**config.mk**
```make
export PLATFORM = sky130hd
export DESIGN_NAME = mem_line_initiator_flat
export DESIGN_NICKNAME = d
export VERILOG_FILES = /design/src/rtl/mem_line_initiator_pkg.sv /design/src/rtl/mem_line_initiator_if.sv /design/src/rtl/mem_line_initiator_rr_arbiter2.sv /design/src/rtl/mem_line_initiator.sv /design/src/flat_wrapper.sv
export SDC_FILE = /design/constraint.sdc
export NUM_CORES = 1
export LEC_CHECK = 0
export BUFFER_PORTS_ARGS = -buffer_cell sky130_fd_sc_hd__buf_2
export CORE_AREA = 2 2 225 227
export DETAILED_ROUTE_END_ITERATION = 10
export DIE_AREA = 0 0 227 229
export HOLD_SLACK_MARGIN = 0.15
export MAX_ROUTING_LAYER = met4
export PLACE_DENSITY = 0.6
export SLEW_MARGIN = 10
export SYNTH_ARGS = -nofsm -noshare
export SYNTH_HDL_FRONTEND = slang
export SYNTH_SLANG_ARGS = --single-unit
```
**constraint.sdc**
```tcl
create_clock -name CLK -period 1.51 [get_ports CLK]
set_input_delay 0.302 -clock CLK [delete_from_list [all_inputs] [get_ports CLK]]
set_output_delay 0.302 -clock CLK [all_outputs]
set_load 0.005 [all_outputs]
```
**src/rtl/mem_line_initiator_pkg.sv**
```systemverilog
// mem_if_pkg: shared definitions for the main-memory line initiator.
//   - state encoding of the transaction FSM
//   - line / byte-enable / address widths
//   - requester identifiers used by the arbiter and the owner register
//   - helper that decides when the write strobes may be active
package mem_if_pkg;

    localparam int LINE_BITS = 128;
    localparam int BE_BITS   = 16;
    localparam int LINE_AW   = 11;

    typedef enum logic [1:0] {
        ST_IDLE   = 2'd0,
        ST_ACCESS = 2'd1,
        ST_DONE   = 2'd2
    } state_e;

    // Value doubles as the bit index inside the arbiter request/grant vectors.
    typedef enum logic {
        REQ_IC = 1'b0,
        REQ_DC = 1'b1
    } req_id_e;

    // Write strobes skip the first access cycle (address setup) and the last
    // one (hold), so they are only active strictly between 0 and last.
    function automatic logic wr_window(input logic [3:0] cnt, input logic [3:0] last);
        return (cnt != 4'd0) && (cnt != last);
    endfunction

endpackage

```
**src/rtl/mem_line_initiator_if.sv**
```systemverilog
// mem_line_initiator_if: cache-side request/ack signals plus memory-side strobes.
//   master modport : the initiator (drives ACKs, RDATA, BUSY and memory strobes)
//   slave modport  : the environment (caches and memory array)
interface mem_line_initiator_if;
    import mem_if_pkg::*;

    logic                 IC_REQ;
    logic [LINE_AW-1:0]   IC_ADDR;
    logic                 IC_ACK;
    logic                 DC_REQ;
    logic                 DC_WE;
    logic [LINE_AW-1:0]   DC_ADDR;
    logic [BE_BITS-1:0]   DC_BE;
    logic [LINE_BITS-1:0] DC_WDATA;
    logic                 DC_ACK;
    logic [LINE_BITS-1:0] RDATA;
    logic                 BUSY;
    logic [LINE_AW-1:0]   MEM_A;
    logic                 MEM_CE;
    logic                 MEM_OE_N;
    logic [BE_BITS-1:0]   MEM_WR_N;
    logic [LINE_BITS-1:0] MEM_DOUT;
    logic [LINE_BITS-1:0] MEM_DIN;

    modport master (
        input  IC_REQ, IC_ADDR, DC_REQ, DC_WE, DC_ADDR, DC_BE, DC_WDATA, MEM_DIN,
        output IC_ACK, DC_ACK, RDATA, BUSY, MEM_A, MEM_CE, MEM_OE_N, MEM_WR_N, MEM_DOUT
    );

    modport slave (
        output IC_REQ, IC_ADDR, DC_REQ, DC_WE, DC_ADDR, DC_BE, DC_WDATA, MEM_DIN,
        input  IC_ACK, DC_ACK, RDATA, BUSY, MEM_A, MEM_CE, MEM_OE_N, MEM_WR_N, MEM_DOUT
    );

endinterface

```
**src/rtl/mem_line_initiator_rr_arbiter2.sv**
```systemverilog
// rr_arbiter2: two-way round-robin arbiter.
//   clk, rst_n : clock, async active-low reset (last grant resets to DCACHE)
//   req[1:0]   : requests, indexed by req_id_e
//   accept     : the grant is being taken this cycle; only then does the
//                last-grant pointer advance
//   gnt[1:0]   : one-hot grant (combinational)
module rr_arbiter2
    import mem_if_pkg::*;
(
    input  logic       clk,
    input  logic       rst_n,
    input  logic [1:0] req,
    input  logic       accept,
    output logic [1:0] gnt
);

    req_id_e last_q;
    req_id_e last_d;

    // Grant selection and pointer update
    always_comb begin
        gnt    = 2'b00;
        last_d = last_q;
        case (req)
            2'b01:   gnt = 2'b01;
            2'b10:   gnt = 2'b10;
            2'b11:   gnt = (last_q == REQ_DC) ? 2'b01 : 2'b10;
            default: gnt = 2'b00;
        endcase
        if (accept && (gnt != 2'b00)) begin
            last_d = gnt[REQ_DC] ? REQ_DC : REQ_IC;
        end else begin
            last_d = last_q;
        end
    end

    // Last-grant pointer; DCACHE after reset so ICACHE wins the first tie
    always_ff @(posedge clk or negedge rst_n) begin
        if (!rst_n) begin
            last_q <= REQ_DC;
        end else begin
            last_q <= last_d;
        end
    end

endmodule

```
**src/rtl/mem_line_initiator.sv**
```systemverilog
// mem_line_initiator: main-memory line initiator for ICACHE and DCACHE.
//   CLK, CLR : clock (rising edge), async active-low reset
//   bus      : cache requests/acks, shared RDATA line buffer, BUSY and the
//              memory strobes (MEM_A, MEM_CE, MEM_OE_N, MEM_WR_N, MEM_DOUT,
//              MEM_DIN)
// A request is accepted in IDLE, held on the memory strobes for
// ACCESS_CYCLES cycles, and acknowledged with a one-cycle pulse in DONE.
// All outputs are flops so that reset clears the strobes without a clock.
module mem_line_initiator
    import mem_if_pkg::*;
#(
    parameter int ACCESS_CYCLES = 4
) (
    input  logic                   CLK,
    input  logic                   CLR,
    mem_line_initiator_if.master   bus
);

    localparam logic [3:0] CNT_LAST = 4'(ACCESS_CYCLES - 1);

    state_e               state_q,    state_d;
    logic [3:0]           cnt_q,      cnt_d;
    req_id_e              owner_q,    owner_d;
    logic                 we_q,       we_d;
    logic [BE_BITS-1:0]   be_q,       be_d;
    logic [LINE_AW-1:0]   mem_a_q,    mem_a_d;
    logic [LINE_BITS-1:0] mem_dout_q, mem_dout_d;
    logic [LINE_BITS-1:0] rdata_q,    rdata_d;
    logic                 ce_q,       ce_d;
    logic                 oe_n_q,     oe_n_d;
    logic [BE_BITS-1:0]   wr_n_q,     wr_n_d;
    logic                 ic_ack_q,   ic_ack_d;
    logic                 dc_ack_q,   dc_ack_d;
    logic                 busy_q,     busy_d;

    logic [1:0] req_s;
    logic [1:0] gnt_s;
    logic       accept_s;

    assign req_s = {bus.DC_REQ, bus.IC_REQ};

    rr_arbiter2 u_arb (
        .clk    (CLK),
        .rst_n  (CLR),
        .req    (req_s),
        .accept (accept_s),
        .gnt    (gnt_s)
    );

    // Next-state, transaction capture and next-cycle output values
    always_comb begin
        state_d    = state_q;
        cnt_d      = cnt_q;
        owner_d    = owner_q;
        we_d       = we_q;
        be_d       = be_q;
        mem_a_d    = mem_a_q;
        mem_dout_d = mem_dout_q;
        rdata_d    = rdata_q;
        accept_s   = 1'b0;

        case (state_q)
            ST_IDLE: begin
                if (req_s != 2'b00) begin
                    accept_s = 1'b1;
                    state_d  = ST_ACCESS;
                    cnt_d    = 4'd0;
                    if (gnt_s[REQ_DC]) begin
                        owner_d    = REQ_DC;
                        we_d       = bus.DC_WE;
                        be_d       = bus.DC_BE;
                        mem_a_d    = bus.DC_ADDR;
                        mem_dout_d = bus.DC_WDATA;
                    end else begin
                        // ICACHE only reads; MEM_DOUT keeps its last value
                        owner_d    = REQ_IC;
                        we_d       = 1'b0;
                        be_d       = 16'h0000;
                        mem_a_d    = bus.IC_ADDR;
                    end
                end else begin
                    state_d = ST_IDLE;
                end
            end
            ST_ACCESS: begin
                if (cnt_q == CNT_LAST) begin
                    state_d = ST_DONE;
                    if (!we_q) begin
                        rdata_d = bus.MEM_DIN;
                    end else begin
                        rdata_d = rdata_q;
                    end
                end else begin
                    cnt_d = cnt_q + 4'd1;
                end
            end
            ST_DONE: begin
                state_d = ST_IDLE;
            end
            default: begin
                state_d = ST_IDLE;
            end
        endcase

        // Outputs are registered, so they are derived from the next state
        ce_d     = (state_d == ST_ACCESS);
        oe_n_d   = !(ce_d && !we_d);
        wr_n_d   = (ce_d && we_d && wr_window(cnt_d, CNT_LAST)) ? ~be_d : 16'hFFFF;
        ic_ack_d = (state_d == ST_DONE) && (owner_d == REQ_IC);
        dc_ack_d = (state_d == ST_DONE) && (owner_d == REQ_DC);
        busy_d   = (state_d != ST_IDLE);
    end

    // State, transaction registers and output flops
    always_ff @(posedge CLK or negedge CLR) begin
        if (!CLR) begin
            state_q    <= ST_IDLE;
            cnt_q      <= 4'd0;
            owner_q    <= REQ_IC;
            we_q       <= 1'b0;
            be_q       <= 16'h0000;
            mem_a_q    <= 11'h000;
            mem_dout_q <= 128'h0;
            rdata_q    <= 128'h0;
            ce_q       <= 1'b0;
            oe_n_q     <= 1'b1;
            wr_n_q     <= 16'hFFFF;
            ic_ack_q   <= 1'b0;
            dc_ack_q   <= 1'b0;
            busy_q     <= 1'b0;
        end else begin
            state_q    <= state_d;
            cnt_q      <= cnt_d;
            owner_q    <= owner_d;
            we_q       <= we_d;
            be_q       <= be_d;
            mem_a_q    <= mem_a_d;
            mem_dout_q <= mem_dout_d;
            rdata_q    <= rdata_d;
            ce_q       <= ce_d;
            oe_n_q     <= oe_n_d;
            wr_n_q     <= wr_n_d;
            ic_ack_q   <= ic_ack_d;
            dc_ack_q   <= dc_ack_d;
            busy_q     <= busy_d;
        end
    end

    assign bus.IC_ACK   = ic_ack_q;
    assign bus.DC_ACK   = dc_ack_q;
    assign bus.RDATA    = rdata_q;
    assign bus.BUSY     = busy_q;
    assign bus.MEM_A    = mem_a_q;
    assign bus.MEM_CE   = ce_q;
    assign bus.MEM_OE_N = oe_n_q;
    assign bus.MEM_WR_N = wr_n_q;
    assign bus.MEM_DOUT = mem_dout_q;

endmodule

```
**src/flat_wrapper.sv**
```systemverilog
// flat-port wrapper written by rule: the top's interface ports become plain ports
module mem_line_initiator_flat import mem_if_pkg::*;
#(
    parameter int ACCESS_CYCLES = 4
)
  (CLK, CLR, bus_IC_REQ, bus_IC_ADDR, bus_DC_REQ, bus_DC_WE, bus_DC_ADDR, bus_DC_BE, bus_DC_WDATA, bus_MEM_DIN, bus_IC_ACK, bus_DC_ACK, bus_RDATA, bus_BUSY, bus_MEM_A, bus_MEM_CE, bus_MEM_OE_N, bus_MEM_WR_N, bus_MEM_DOUT);
  mem_line_initiator_if bus_i ();
  input  logic CLK;
  input  logic CLR;
  input wire logic [$bits(bus_i.IC_REQ)-1:0] bus_IC_REQ;
  input wire logic [$bits(bus_i.IC_ADDR)-1:0] bus_IC_ADDR;
  input wire logic [$bits(bus_i.DC_REQ)-1:0] bus_DC_REQ;
  input wire logic [$bits(bus_i.DC_WE)-1:0] bus_DC_WE;
  input wire logic [$bits(bus_i.DC_ADDR)-1:0] bus_DC_ADDR;
  input wire logic [$bits(bus_i.DC_BE)-1:0] bus_DC_BE;
  input wire logic [$bits(bus_i.DC_WDATA)-1:0] bus_DC_WDATA;
  input wire logic [$bits(bus_i.MEM_DIN)-1:0] bus_MEM_DIN;
  output wire logic [$bits(bus_i.IC_ACK)-1:0] bus_IC_ACK;
  output wire logic [$bits(bus_i.DC_ACK)-1:0] bus_DC_ACK;
  output wire logic [$bits(bus_i.RDATA)-1:0] bus_RDATA;
  output wire logic [$bits(bus_i.BUSY)-1:0] bus_BUSY;
  output wire logic [$bits(bus_i.MEM_A)-1:0] bus_MEM_A;
  output wire logic [$bits(bus_i.MEM_CE)-1:0] bus_MEM_CE;
  output wire logic [$bits(bus_i.MEM_OE_N)-1:0] bus_MEM_OE_N;
  output wire logic [$bits(bus_i.MEM_WR_N)-1:0] bus_MEM_WR_N;
  output wire logic [$bits(bus_i.MEM_DOUT)-1:0] bus_MEM_DOUT;
  assign bus_i.IC_REQ = bus_IC_REQ;
  assign bus_i.IC_ADDR = bus_IC_ADDR;
  assign bus_i.DC_REQ = bus_DC_REQ;
  assign bus_i.DC_WE = bus_DC_WE;
  assign bus_i.DC_ADDR = bus_DC_ADDR;
  assign bus_i.DC_BE = bus_DC_BE;
  assign bus_i.DC_WDATA = bus_DC_WDATA;
  assign bus_i.MEM_DIN = bus_MEM_DIN;
  assign bus_IC_ACK = bus_i.IC_ACK;
  assign bus_DC_ACK = bus_i.DC_ACK;
  assign bus_RDATA = bus_i.RDATA;
  assign bus_BUSY = bus_i.BUSY;
  assign bus_MEM_A = bus_i.MEM_A;
  assign bus_MEM_CE = bus_i.MEM_CE;
  assign bus_MEM_OE_N = bus_i.MEM_OE_N;
  assign bus_MEM_WR_N = bus_i.MEM_WR_N;
  assign bus_MEM_DOUT = bus_i.MEM_DOUT;
  mem_line_initiator #(.ACCESS_CYCLES(ACCESS_CYCLES)) u_core (.CLK(CLK), .CLR(CLR), .bus(bus_i));
endmodule
```
**Yosys cells after proc, flatten, opt, wreduce, memory -nomap -nowiden**

Cells that the tools add are included.

- Register bits: 313
- Input bits: 299
- Output and inout bits: 288

- Add/subtract/negate cells: 1
- Equality and inequality tests: 8
- Multiplexer cells: 21
- Bitwise logic cells: 3
- Reduce and logical (&&, ||, !) cells: 17

Operator list:

| operator | count |
|---|---|
| $mux W16 | 4 |
| $not A16 Y16 | 1 |
| $mux W11 | 1 |
| $mux W1 | 9 |
| $mux W4 | 2 |
| $pmux W4 S2 | 1 |
| $logic_and A1 B1 Y1 | 7 |
| $eq A2 B1 Y1 const B | 3 |
| $eq A2 B2 Y1 const B | 3 |
| $pmux W2 S3 | 1 |
| $reduce_and A3 Y1 | 2 |
| $reduce_bool A2 Y1 | 3 |
| $add A4 B1 Y4 const B | 1 |
| $eq A4 B2 Y1 const B | 1 |
| $mux W2 | 2 |
| $ne A4 B2 Y1 const B | 1 |
| $pmux W2 S2 | 1 |
| $reduce_bool A4 Y1 | 1 |
| $logic_not A1 Y1 | 2 |
| $logic_not A2 Y1 | 1 |
| $not A1 Y1 | 2 |
| $reduce_and A2 Y1 | 1 |

**Logic depth before layout (Yosys ltp)**

- Depth after elaboration: 8
- Gate-level depth with buffers: 7
- Gate-level depth less buffers: 5

**Cells and area by module**

Synthesis repeated with hierarchy kept, for this count alone.

- Cells, all modules: 769
- Area total of the unflattened synthesis: 11,937.7 µm²

Modules (own cells, without submodules):

| module | instances | cells an instance | area each (µm²) |
|---|---|---|---|
| mem_line_initiator | 1 | 763 | 11,881.4 |
| rr_arbiter2 | 1 | 6 | 56.3 |

**Least setup slack after synthesis**

Ideal clock, no wire load.

- Kind: register -> register
- From: register u_core.cnt_q[0]
- To: register u_core.wr_n_q[10], in the netlist u_core.bus.MEM_WR_N[10]
- Data arrival time: 1.581 ns
- Path slack: -0.135 ns
- Stages on the path, launching flop included: 7
- Path buffers: 1
- Cell sequence: dfrtp_1 ha_1 or3b_1 a2bb2oi_2 a21oi_2 buf_4 nand3_1

- Longest elaborated chain between the ends: 7

RTL lines:

| item | line | text |
|---|---|---|
| start, declared | mem_line_initiator.sv:22 | `logic [3:0] cnt_q, cnt_d;` |
| start signal, assigned | mem_line_initiator.sv:133 | `cnt_q <= cnt_d;` |
| $add A4 B1 Y4 or $eq A4 B2 Y1 (tied branches) | mem_line_initiator.sv:94, mem_line_initiator.sv:86 |  |
| $mux W4 or $mux W2 (tied branches) | mem_line_initiator.sv:86 | `if (cnt_q == CNT_LAST) begin` |
| $pmux W4 S2 or $pmux W2 S2 (tied branches) | mem_line_initiator.sv:62 | `case (state_q)` |
| $ne A4 B2 Y1 (tied with other cells) | mem_line_initiator_pkg.sv:27 | `return (cnt != 4'd0) && (cnt != last);` |
| $logic_and A1 B1 Y1, on equally long branches | mem_line_initiator_pkg.sv:27, mem_line_initiator.sv:108 |  |
| $logic_and A1 B1 Y1 (*) | mem_line_initiator.sv:108 | `wr_n_d = (ce_d && we_d && wr_window(cnt_d, CNT_LAST)) ? ~be_d : 16'hFFFF;` |
| $mux W16 (*) | mem_line_initiator.sv:108 |  |
| named net u_core.wr_n_d[10] | mem_line_initiator.sv:31 | `logic [BE_BITS-1:0] wr_n_q, wr_n_d;` |
| end signal, assigned | mem_line_initiator.sv:142 | `wr_n_q <= wr_n_d;` |
| end, declared | mem_line_initiator.sv:31 |  |

The timed path passes the listed nets; every way through them passes the cells marked *.
A chain may end at the register's enable or synchronous reset.

**Worst setup path in the final report**

- From: register u_core.state_q[1]
- To: register u_core.rdata_q[112], in the netlist u_core.bus.RDATA[112]

- Longest elaborated chain between the ends: 2

RTL lines:

| item | line | text |
|---|---|---|
| start, declared | mem_line_initiator.sv:21 | `state_e state_q, state_d;` |
| start signal, assigned | mem_line_initiator.sv:132 | `state_q <= state_d;` |
| $eq A2 B1 Y1 | mem_line_initiator.sv:62 |  |
| $reduce_and A3 Y1 (no line) | n/a |  |
| end signal, assigned | mem_line_initiator.sv:139 | `rdata_q <= rdata_d;` |
| end, declared | mem_line_initiator.sv:28 | `logic [LINE_BITS-1:0] rdata_q, rdata_d;` |

No other way between the ends.

==> impl_metrics.csv <==
group,metric,value,unit
critical_path,timing.critical_path.buf_inv,2,
detailed_routing,totalWireLength,49200,µm
layout,fillers,4554,
detailed_routing,via_per_inst,4.28,
layout,multi_input_area,4090,µm²
synthesis,synth-seq-cells,313,
critical_path,cp_num_cells,6,
critical_path,startpoint_type,"flip-flop",
sta,finalSetupTns,-30.59,ns
synthesis,yosysSeqAreaShare,0.664,
sta,setup_viol,291,
detailed_routing,route.detailed.wl_per_inst,18.4,µm
synthesis,synth_nets,1290,
sta,fmax,0.593,GHz
critical_path,path_cells,"nor2b_4 > nand3_4 > nor2_4 > buf_12 > buf_16 > mux2_2",
cts,htreeDepth,2,
global_routing,grt_max_degree,68,
synthesis,ys_top_cells_by_count,"nand2_1 (402), dfrtp_1 (295), mux2_1 (115), nand3_1 (21), dfstp_2 (18)",
detailed_routing,ant_nets,0,
floorplanning,rows,82,
synthesis,syn_area,11800,µm²
place,dpl.hpwl,29400,µm
synthesis,synth_area_leaders,"dfrtp_1 (62%), nand2_1 (13%), mux2_1 (11%)",
sta,hold_ws,0.261,ns
min_path,hold_class,"in -> async",
place,portBuffers,586,
critical_path,r2r-start,"u_core.state_q[1]$_DFF_PN0_",
critical_path,critPathCaptureType,"flip-flop",
outcome,status,"finished with violations",
synthesis,synth_top_cell_by_area,"dfrtp_1",
floorplanning,io_pins,587,
global_routing,grt_overflow_total,0,
pwr,vdd_drop_max,0.000914,V
global_routing,grt_pass1_wl,68900,µm
sta,rsz0062_at_grt,"yes",
pwr,finalPower,40.5,mW
critical_path,critPathLaunch,"u_core.state_q[1]$_DFF_PN0_",
critical_path,cp_data_required_time,1.93,ns
synthesis,async_flop_share,1.00,
sta,period_needed,1.69,ns
sta,period_share,1.12,
cts,path_clk_slew,0.06,ns
critical_path,cp-endpoint,"u_core.bus.RDATA[112]$_DFFE_PN0P_",
floorplanning,die_w,227,µm
critical_path,cp_max_fo,24,
sta,fin_skew,0.0145,ns
pwr,leakagePower,11.1,nW
layout,layout.area.seq,7860,µm²
critical_path,crit_family,"flip-flops",
detailed_routing,dr.pass1.iters,7,
detailed_routing,drc,0,
synthesis,yosysUniqueCellTypes,37,
sta,timing.final.ws_setup,-0.178,ns
synthesis,syn_avg_cell_area,11.9,µm²
cts,clk_path_buf_depth,3,
sta,relSlewSlack,0.750,
critical_path,regToRegSetupSlack,-0.18,ns
sta,drv_slew,0,
global_routing,antenna_found_initial,0,
cts,cts_sinks,313,
layout,final_util,0.433,
synthesis,synth_edf_count,0,
global_routing,grt_usage,0.177,
place,gp_congestion,0.854,
floorplanning,chipHeight,229,µm
floorplanning,start_util,0.238,
cts,cts_buffers,36,
critical_path,path_class,"reg -> reg",
synthesis,yosysMostFrequentCell,"nand2_1",
floorplanning,core_region_area,49700,µm²
pwr,powerDensity,1880,nW/µm²
synthesis,netlist_instances,990,
synthesis,yosysWarnings,0,
global_routing,grt_pass1_vias,12300,
synthesis,yosys.area.top_type_share,0.624,
sta,tightest_slew,0.375,ns
critical_path,r2r_end,"u_core.bus.RDATA[112]$_DFFE_PN0P_",
detailed_routing,vias,11400,
critical_path,crit_slowest_cell,"dfrtp_1",
detailed_routing,first_iter_violations,591,
outcome,violations,"setup timing",
floorplanning,die-area,52000,µm²
sta,hold_violations,0,
cts,cts_tree,"built",
cts,clkLatencyLatePin,0.54,ns
layout,drive_gt1_frac,0.441,
critical_path,cpPeakStageDelay,0.40,ns
job,maxCapViolations,0,
cts,root_buffer,"clkbuf_16",
layout,final_nets,2270,
critical_path,arrival,2.11,ns
synthesis,synth_flop_cell,"dfrtp_1",
layout,areaGrowthSynthToFinish,81.7,%
critical_path,reg2regPathDepth,6,
layer usage:
layer  vias up  track usage  part of all wire
met1      5571        0.193              0.40
met3       133       0.0472             0.076
met5         -            -                 0
met2       528        0.301              0.48
met4         0       0.0817             0.048
li1       5196            -                 -
layout by cell type (no fill, tap or decap), types with 3 or more instances in the layout:
cell type      instances
a22o_1                16
buf_12                14
buf_16                12
buf_2                584
buf_4                 50
buf_6                 12
buf_8                 10
bufbuf_16              5
clkbuf_1               9
clkbuf_16             45
clkbuf_8               9
clkinv_2               4
dfrtp_1              295
dfstp_2               18
dlygate4sd3_1        296
inv_1                  3
mux2_1                42
mux2_2                 4
mux2_4                82
mux2i_1               11
nand2_1              401
nand3_1               16
nand3_2                5
nor2_1                 3
nor2_4                 3
o21ai_0               15
power breakdown:
group | switching [mW] | internal (mW) | total (mW)
clock | 3.57 | 5.13 | 8.70
combinational | 7.94 | 9.30 | 17.2
sequential | 2.16 | 12.4 | 14.5
total | 13.7 | 26.8 | 40.5
layout make-up:
class                           instances  area share
Antenna cell                            1    0.000116
Clock inverter                          8     0.00367
Clock buffer                           55      0.0504
Tap cell                              672      0.0391
Sequential cell                       313       0.366
Inverter                                3    0.000524
Timing Repair Buffer                  991       0.350
Multi-Input combinational cell        625       0.190
flip-flops by register name, indices dropped and copies added (netlist names):
name / cells
u_core.we_q: 1
u_core.cnt_q: 4
u_core.state_q: 2
u_core.bus.BUSY: 1
u_core.bus.RDATA: 128
u_core.u_arb.last_q: 1
u_core.bus.MEM_OE_N: 1
u_core.bus.MEM_WR_N: 16
u_core.bus.MEM_CE: 1
u_core.owner_q: 1
u_core.be_q: 16
u_core.bus.MEM_DOUT: 128
u_core.bus.MEM_A: 11
u_core.bus.DC_ACK: 1
u_core.bus.IC_ACK: 1
kinds of logic (layout without fill, tap and decap cells):
kind of cell	count (synthesis)	in the layout	synth area share
multiplexers	139	139	0.131
XOR/XNOR	2	2	0.00148
flip-flops	313	313	0.664
other	0	1	0
buffers and inverters	54	1057	0.0296
AO/OA/AOI/OAI	41	42	0.0259
adder cells (fa/ha/maj)	1	1	0.00106
AND/OR/NAND/NOR	440	441	0.146
worst min path at each step:
stage / startpoint / to / slack, ns / depth (start not counted)
2_1_floorplan: CLR / u_core.be_q[0]$_DFF_PN0_ / 0.006 / 0
3_3_place_gp: CLR / u_core.bus.MEM_DOUT[81]$_DFFE_PN0P_ / 0.22 / 1
3_5_place_dp: CLR / u_core.bus.MEM_DOUT[81]$_DFFE_PN0P_ / 0.22 / 1
4_1_cts: bus_DC_REQ / u_core.cnt_q[1]$_DFF_PN0_ / 0.22 / 4
5_1_grt: CLR / u_core.bus.MEM_DOUT[81]$_DFFE_PN0P_ / 0.24 / 2
6_report: CLR / u_core.bus.MEM_DOUT[82]$_DFFE_PN0P_ / 0.26 / 2
through the flow:
step | std cells | setup slack, ns | area [µm²]
2_1_floorplan | 990 | -0.110 | 12100
3_3_place_gp | 2264 | -0.238 | 16200
3_5_place_dp | 2264 | -0.267 | 16200
4_1_cts | 2648 | -0.206 | 21000
5_1_grt | 2667 | -0.256 | 21500
6_report | 2668 | -0.178 | 21500
repair_timing:
action                                  CTS  global route
hold endpoints to repair                600             0
hold buffers                            296             0
endpoints found under the setup margin  241           322
cloned                                   13            15
gates resized for setup                  46            44
setup buffers                            13             4
pin swaps                                 2             3
Power figures use the tool's default switching activity.
